--- config.mk ---
export PLATFORM = sky130hd
export DESIGN_NAME = shiftreg_frame_arbiter
export DESIGN_NICKNAME = d
export VERILOG_FILES = /design/src/rtl/shiftreg_frame_arbiter.sv
export SDC_FILE = /design/constraint.sdc
export NUM_CORES = 1
export LEC_CHECK = 0
export CORE_MARGIN = 1
export CORE_UTILIZATION = 36
export DETAILED_ROUTE_END_ITERATION = 10
export GPL_ROUTABILITY_DRIVEN = 0
export GPL_TIMING_DRIVEN = 1
export MAX_ROUTING_LAYER = met4
export PLACE_DENSITY = 0.93
export SKIP_CTS_REPAIR_TIMING = 1
export SLEW_MARGIN = 20
export SYNTH_ARGS = -nofsm -noshare
export SYNTH_HDL_FRONTEND = slang
export SYNTH_SLANG_ARGS = --single-unit
--- constraint.sdc ---
create_clock -name Clock -period 3.8 [get_ports Clock]
set_input_delay 0.76 -clock Clock [delete_from_list [all_inputs] [get_ports Clock]]
set_output_delay 0.76 -clock Clock [all_outputs]
set_load 0.02 [all_outputs]
--- src/rtl/shiftreg_frame_arbiter.sv ---
// Round-robin sequencer sharing one WIDTH x DEPTH shift chain between two requesters.
// Optional fill watchdog enabled by defining SHIFTREG_FRAME_TIMEOUT_EN.
module shiftreg_frame_arbiter #(
  parameter int unsigned WIDTH   = 16,
  parameter int unsigned DEPTH   = 8,
  parameter int unsigned TIMEOUT = 16
) (
  input  logic             Clock,
  input  logic             Reset,
  input  logic             Req0,
  input  logic             Req1,
  input  logic [WIDTH-1:0] Din0,
  input  logic [WIDTH-1:0] Din1,
  input  logic             Vld0,
  input  logic             Vld1,
  output logic             Rdy0,
  output logic             Rdy1,
  output logic [1:0]       Gnt,
  output logic [WIDTH-1:0] Sr_Din,
  output logic             Sr_Shift,
  output logic             Sr_Clear,
  output logic             Frame_Valid,
  output logic             Frame_Owner,
  input  logic             Frame_Ack,
  output logic             Timeout
);

  localparam int unsigned CW = (DEPTH > 2) ? $clog2(DEPTH) : 1;

  if (DEPTH < 2 || TIMEOUT < 1) begin : g_bad_cfg
    $error("shiftreg_frame_arbiter: DEPTH must be >= 2 and TIMEOUT >= 1");
  end

  typedef enum logic [1:0] {IDLE, CLEAR, FILL, FULL} state_t;

  state_t        state;
  logic [CW-1:0] count;
  logic          last_owner;

  logic             owner;
  logic             owner_req;
  logic             owner_vld;
  logic [WIDTH-1:0] owner_din;
  logic             fill_rdy;
  logic             beat;

  // Owner mux and handshake decode from registered state/grant
  always_comb begin
    owner     = Gnt[1];
    owner_req = owner ? Req1 : Req0;
    owner_vld = owner ? Vld1 : Vld0;
    owner_din = owner ? Din1 : Din0;
    fill_rdy  = (state == FILL) && owner_req;
    beat      = fill_rdy && owner_vld;
    Rdy0        = fill_rdy && Gnt[0];
    Rdy1        = fill_rdy && Gnt[1];
    Sr_Shift    = beat;
    Sr_Din      = (state == FILL) ? owner_din : '0;
    Sr_Clear    = (state == CLEAR);
    Frame_Valid = (state == FULL);
  end

`ifdef SHIFTREG_FRAME_TIMEOUT_EN
  localparam int unsigned TW = $clog2(TIMEOUT + 1);
  logic [TW-1:0] idle_cnt;
`endif

  always_ff @(posedge Clock or posedge Reset) begin
    if (Reset) begin
      state       <= IDLE;
      Gnt         <= 2'b00;
      count       <= '0;
      last_owner  <= 1'b1;
      Frame_Owner <= 1'b0;
      Timeout     <= 1'b0;
`ifdef SHIFTREG_FRAME_TIMEOUT_EN
      idle_cnt    <= '0;
`endif
    end else begin
      Timeout <= 1'b0;
      case (state)
        IDLE: begin
          if (Req0 || Req1) begin
            state <= CLEAR;
            // On contention the requester that did not own the chain last wins
            if (Req0 && Req1) Gnt <= last_owner ? 2'b01 : 2'b10;
            else if (Req0)    Gnt <= 2'b01;
            else              Gnt <= 2'b10;
          end
        end
        CLEAR: begin
          count <= '0;
`ifdef SHIFTREG_FRAME_TIMEOUT_EN
          idle_cnt <= '0;
`endif
          state <= FILL;
        end
        FILL: begin
          if (!owner_req) begin
            state      <= IDLE;
            Gnt        <= 2'b00;
            last_owner <= owner;
          end else if (beat) begin
`ifdef SHIFTREG_FRAME_TIMEOUT_EN
            idle_cnt <= '0;
`endif
            if (count == CW'(DEPTH - 1)) begin
              state       <= FULL;
              Frame_Owner <= owner;
            end else begin
              count <= count + 1'b1;
            end
          end
`ifdef SHIFTREG_FRAME_TIMEOUT_EN
          else if (idle_cnt == TW'(TIMEOUT - 1)) begin
            state      <= IDLE;
            Gnt        <= 2'b00;
            last_owner <= owner;
            Timeout    <= 1'b1;
          end else begin
            idle_cnt <= idle_cnt + 1'b1;
          end
`endif
        end
        FULL: begin
          if (Frame_Ack) begin
            state      <= IDLE;
            Gnt        <= 2'b00;
            last_owner <= owner;
          end
        end
        default: state <= IDLE;
      endcase
    end
  end

endmodule

==> out/results.env, run 1 <==
FINALSETUPVIOLATIONS=0
PATH_MAX_FANOUT=8
STD_CELL_ROWS=17
POWERDENSITY_mW_PER_MM2=577
MIN_PERIOD_OVER_PERIOD_PCT=85.3
SETUP.WORST_PATH.CLASS='in2out'
TRITONCTS='yes'
TOTAL_SWITCHING_POWER_mW=0.395
TIMING.CRITICAL_PATH.REQUIRED_NS=3.04
IO_BUFFERS=62
DRT_PRE_ANTENNA_ITERS=4
DIE_HEIGHT_UM=50.3
TIMING.FINAL.WS_SETUP_NS=0.559
DESIGN.DIE.AREA_MM2=0.00253
YOSYS_REGISTER_BITS=9
POST-ROUTE-MIN-PERIOD_NS=3.24
HOLD_START='Frame_Owner'
GR-USAGE-ALL-LAYERS_PCT=19.6
FINAL_ANTENNA_NET_COUNT=0
CTS_BUFFERS=3
SETUP_TNS_NS=0
WORST_HOLD_PATH_EP='Frame_Owner'
CLOCK-SKEW-FINAL_NS=0.00664
NFILLCELLS=166
SLEW_HR_PCT=49.2
HOLDPATHSTAGES=1
SYN-NUM-NETS=146
FRACTION_OF_FINAL_LAYOUT_CELLS_SIZED_BEYOND_DRIVE_STRENGTH_1_PCT=3.05
FINALHOLDVIOLCOUNT=0
SETUP.REG_TO_REG.WORST_SLACK_NS=1.64
GRT_PASS1_WL_UM=3630
REPORTED_MAX_CAP_VIOLATION_COUNT=0
GRT_PASS1_VIAS=904
SYNTH-SEQ-AREA-SHARE_PCT=27.0
CLK_TRANSITION_REPORTED_PATHS_NS=0.06
DIE_WIDTH_UM=50.3
DESIGN.CORE.AREA_MM2=0.00221
ROUTE.DETAILED.DRC=0
MAX_SLEW_VIOLATION_COUNT=0
RR_ENDPOINT='Frame_Owner'
DETAIL_ROUTE.VIAS_PER_CELL=5.16
AREA_DELTA_SYNTH_FINAL_PCT=77.6
FRACTION_OF_POWER_CONSUMED_BY_THE_CLOCK_NETWORK_PCT=8.6
WIRE_PER_INST_UM=12.5
RR_STARTPOINT='state[1]'
PIN_COUNT_OF_THE_BIGGEST_NET_ENTERING_GLOBAL_ROUTING=23
PRE_CTS_SLACK_NS=0.568
ROUTE.VIAS.TOTAL=991
ELEMENT_TYPE_AT_THE_CRITICAL_PATH_END='output pin'
POST-SYNTH-TOP-AREA-CELL='sky130_fd_sc_hd__dfrtp_1'
CRIT_ARRIVAL_NS=2.48
ROOT_BUFFER='sky130_fd_sc_hd__clkbuf_4'
INSERTEDDIODECOUNT=0
OUTCOME='completed'
IR_WORST_VDD_V=0.000324
SYN_AVG_CELL_AREA_UM2=7.98
CLK_LATENCY_NS=0.26
GLOBALROUTEOVERFLOWTOTAL=0
WORST-SLEW-PIN-TRANSITION_NS=0.763
POWER_REPORT.INTERNAL_TOTAL_mW=0.464
YOSYSUNIQUECELLTYPES=33
NETLIST.AREA_LEADER.SHARE_PCT=23.9
NETS=206
NET_SWITCHING_FRACTION_OF_THE_POWER_PCT=46.0
IO_PINS=64
NETLIST_TOP_CELLS_AREA='sky130_fd_sc_hd__dfrtp_1 24%, sky130_fd_sc_hd__mux2i_1 24%, sky130_fd_sc_hd__nor2_1 7.6%'
UNREPAIRED_SETUP_ENDPOINTS_AFTER_GLOBAL_ROUTING='false'
START_UTIL_PCT=37.9
SUMMED_INSTANCE_AREA_OF_THE_SYNTHESIZED_NETLIST_UM2=838
TIMING.REG2REG.WORST_PATH_DEPTH=3
TYPE_OF_THE_MOST_CRITICAL_HOLD_PATH='reg2reg'
DR.FIRST_ITER.DRC_COUNT=15
SEQ_POWER_SHARE_PCT=23.6
ROUTED_WIRELENGTH_UM=2400
CRIT_PATH_START_KIND='input pin'
HTREE_NUM_LEVELS=1
CTS-ROOT-TO-SINK-BUFFERS=2
CLOCK_SINKS=9
FINALPOWER_mW=0.859
CELLLEAKAGEPOWER_nW=0.623
DP_HPWL_UM=2000
COMB_POWER_SHARE_PCT=67.7
YOSYSWARNINGS=0
POST_SYNTH_INST_COUNT=105
GRT_ANTENNA_BEFORE_REPAIR=0
MAX_FREQ_MHz=309
[metal layers]
layer | part of all wire [%] | routed length (um) | global-route usage [%]
met1 | 42 | 999 | 22.9
met2 | 50 | 1190 | 32.9
met3 | 8.1 | 194 | 5.15
met4 | 0.58 | 14 | 5.71
met5 | 0 | 0 | -
[through the flow]
step           instances  cell area [um2]  util (%)  hold slack (ns)
2_1_floorplan        105              838         -            0.505
3_3_place_gp         188             1460      66.1            0.475
3_5_place_dp         188             1460      66.1            0.485
4_1_cts              192             1490      67.3            0.498
5_1_grt              192             1490      67.3            0.527
6_report             192             1490      67.3            0.495
[synth_stat cells]
library cell and number:
sky130_fd_sc_hd__mux2i_1 20, sky130_fd_sc_hd__nor2_1 17, sky130_fd_sc_hd__inv_1 9, sky130_fd_sc_hd__dfrtp_1 8
sky130_fd_sc_hd__nand2_1 7, sky130_fd_sc_hd__a21oi_1 4, sky130_fd_sc_hd__clkbuf_1 4, sky130_fd_sc_hd__nand3_1 3
sky130_fd_sc_hd__o21ai_0 3, sky130_fd_sc_hd__a211o_1 2, sky130_fd_sc_hd__buf_4 2, sky130_fd_sc_hd__ha_1 2
sky130_fd_sc_hd__nand2b_1 2, sky130_fd_sc_hd__nand4_1 2, sky130_fd_sc_hd__o22ai_1 2, sky130_fd_sc_hd__a211oi_1 1
sky130_fd_sc_hd__a22o_1 1, sky130_fd_sc_hd__a32o_1 1, sky130_fd_sc_hd__a32oi_1 1, sky130_fd_sc_hd__and3_1 1
sky130_fd_sc_hd__and4_1 1, sky130_fd_sc_hd__buf_1 1, sky130_fd_sc_hd__buf_2 1, sky130_fd_sc_hd__conb_1 1
sky130_fd_sc_hd__dfstp_2 1, sky130_fd_sc_hd__nand3b_1 1, sky130_fd_sc_hd__nand4b_1 1, sky130_fd_sc_hd__nand4bb_1 1
sky130_fd_sc_hd__nor2b_1 1, sky130_fd_sc_hd__nor3_1 1, sky130_fd_sc_hd__o211ai_1 1, sky130_fd_sc_hd__o2bb2ai_1 1
sky130_fd_sc_hd__or4b_1 1
[power groups by stage]
stage,sequential [mW],clock (mW),combinational (mW)
after floorplan,0.167,0,0.388
after global placement,0.200,0,0.572
after detailed placement,0.203,0,0.585
after CTS,0.202,0.0740,0.587
after global routing,0.211,0.0780,0.624
final,0.203,0.0742,0.582
[worst max-delay path, stage by stage]
cell and delay (ns):
sky130_fd_sc_hd__clkdlybuf4s50_1 0.61, sky130_fd_sc_hd__mux2i_1 0.23, sky130_fd_sc_hd__nor3_1 0.24, sky130_fd_sc_hd__clkdlybuf4s50_1 0.64
[cell type report]
class / count / area [um2] / share of cell area (%)
tap: 28 / 35.0 / 2.35
multi-input combinational: 79 / 539 / 36.2
inverter: 9 / 33.8 / 2.27
timing repair buffer: 63 / 628 / 42.2
sequential: 9 / 226 / 15.2
clock buffer: 4 / 26.3 / 1.76
[flip-flops by register name (all words and copies together), names as in the netlist]
| name | count |
|---|---|
| last_owner | 1 |
| count | 3 |
| Gnt | 2 |
| state | 2 |
| Frame_Owner | 1 |
[cells by family after synthesis]
kind of cell,count (synthesis),share of synthesized area (%)
adder cells (fa/ha/maj),2,2.98
AO/OA/AOI/OAI,17,13.9
multiplexers,20,23.9
flip-flops,9,27.0
buffers and inverters,17,8.65
AND/OR/NAND/NOR,39,23.1
other,1,0.447
[worst max path at each step]
stage,from,end,slack [ns],cells past startpoint
after global placement,Req1,Rdy0,0.60,4
after CTS,Req1,Rdy0,0.56,4
final,Req1,Rdy0,0.56,4
after global routing,Req1,Rdy0,0.48,4
after detailed placement,Req1,Rdy0,0.57,4
after floorplan,Gnt[1],Sr_Shift,1.51,4
[layout by cell type, fill, tap and decap left out, types with 3 or more instances in the layout]
| cell | n |
|---|---|
| sky130_fd_sc_hd__clkdlybuf4s50_1 | 62 |
| sky130_fd_sc_hd__mux2i_1 | 20 |
| sky130_fd_sc_hd__nor2_1 | 17 |
| sky130_fd_sc_hd__inv_1 | 9 |
| sky130_fd_sc_hd__dfrtp_1 | 8 |
| sky130_fd_sc_hd__nand2_1 | 7 |
| sky130_fd_sc_hd__a21oi_1 | 4 |
| sky130_fd_sc_hd__o21ai_0 | 3 |
| sky130_fd_sc_hd__nand3_1 | 3 |
| sky130_fd_sc_hd__clkbuf_4 | 3 |
No activity file was read; power rests on OpenSTA's default activity.
==> run 2: changes to the inputs <==
--- a/config.mk
+++ b/config.mk
@@ -5,7 +5,6 @@
 export SDC_FILE = /design/constraint.sdc
 export NUM_CORES = 1
 export LEC_CHECK = 0
-export CORE_MARGIN = 1
 export CORE_UTILIZATION = 36
 export DETAILED_ROUTE_END_ITERATION = 10
 export GPL_ROUTABILITY_DRIVEN = 0
==> results of run 2 <==
Final layout, timing and power as in run 1 (identical DEF).
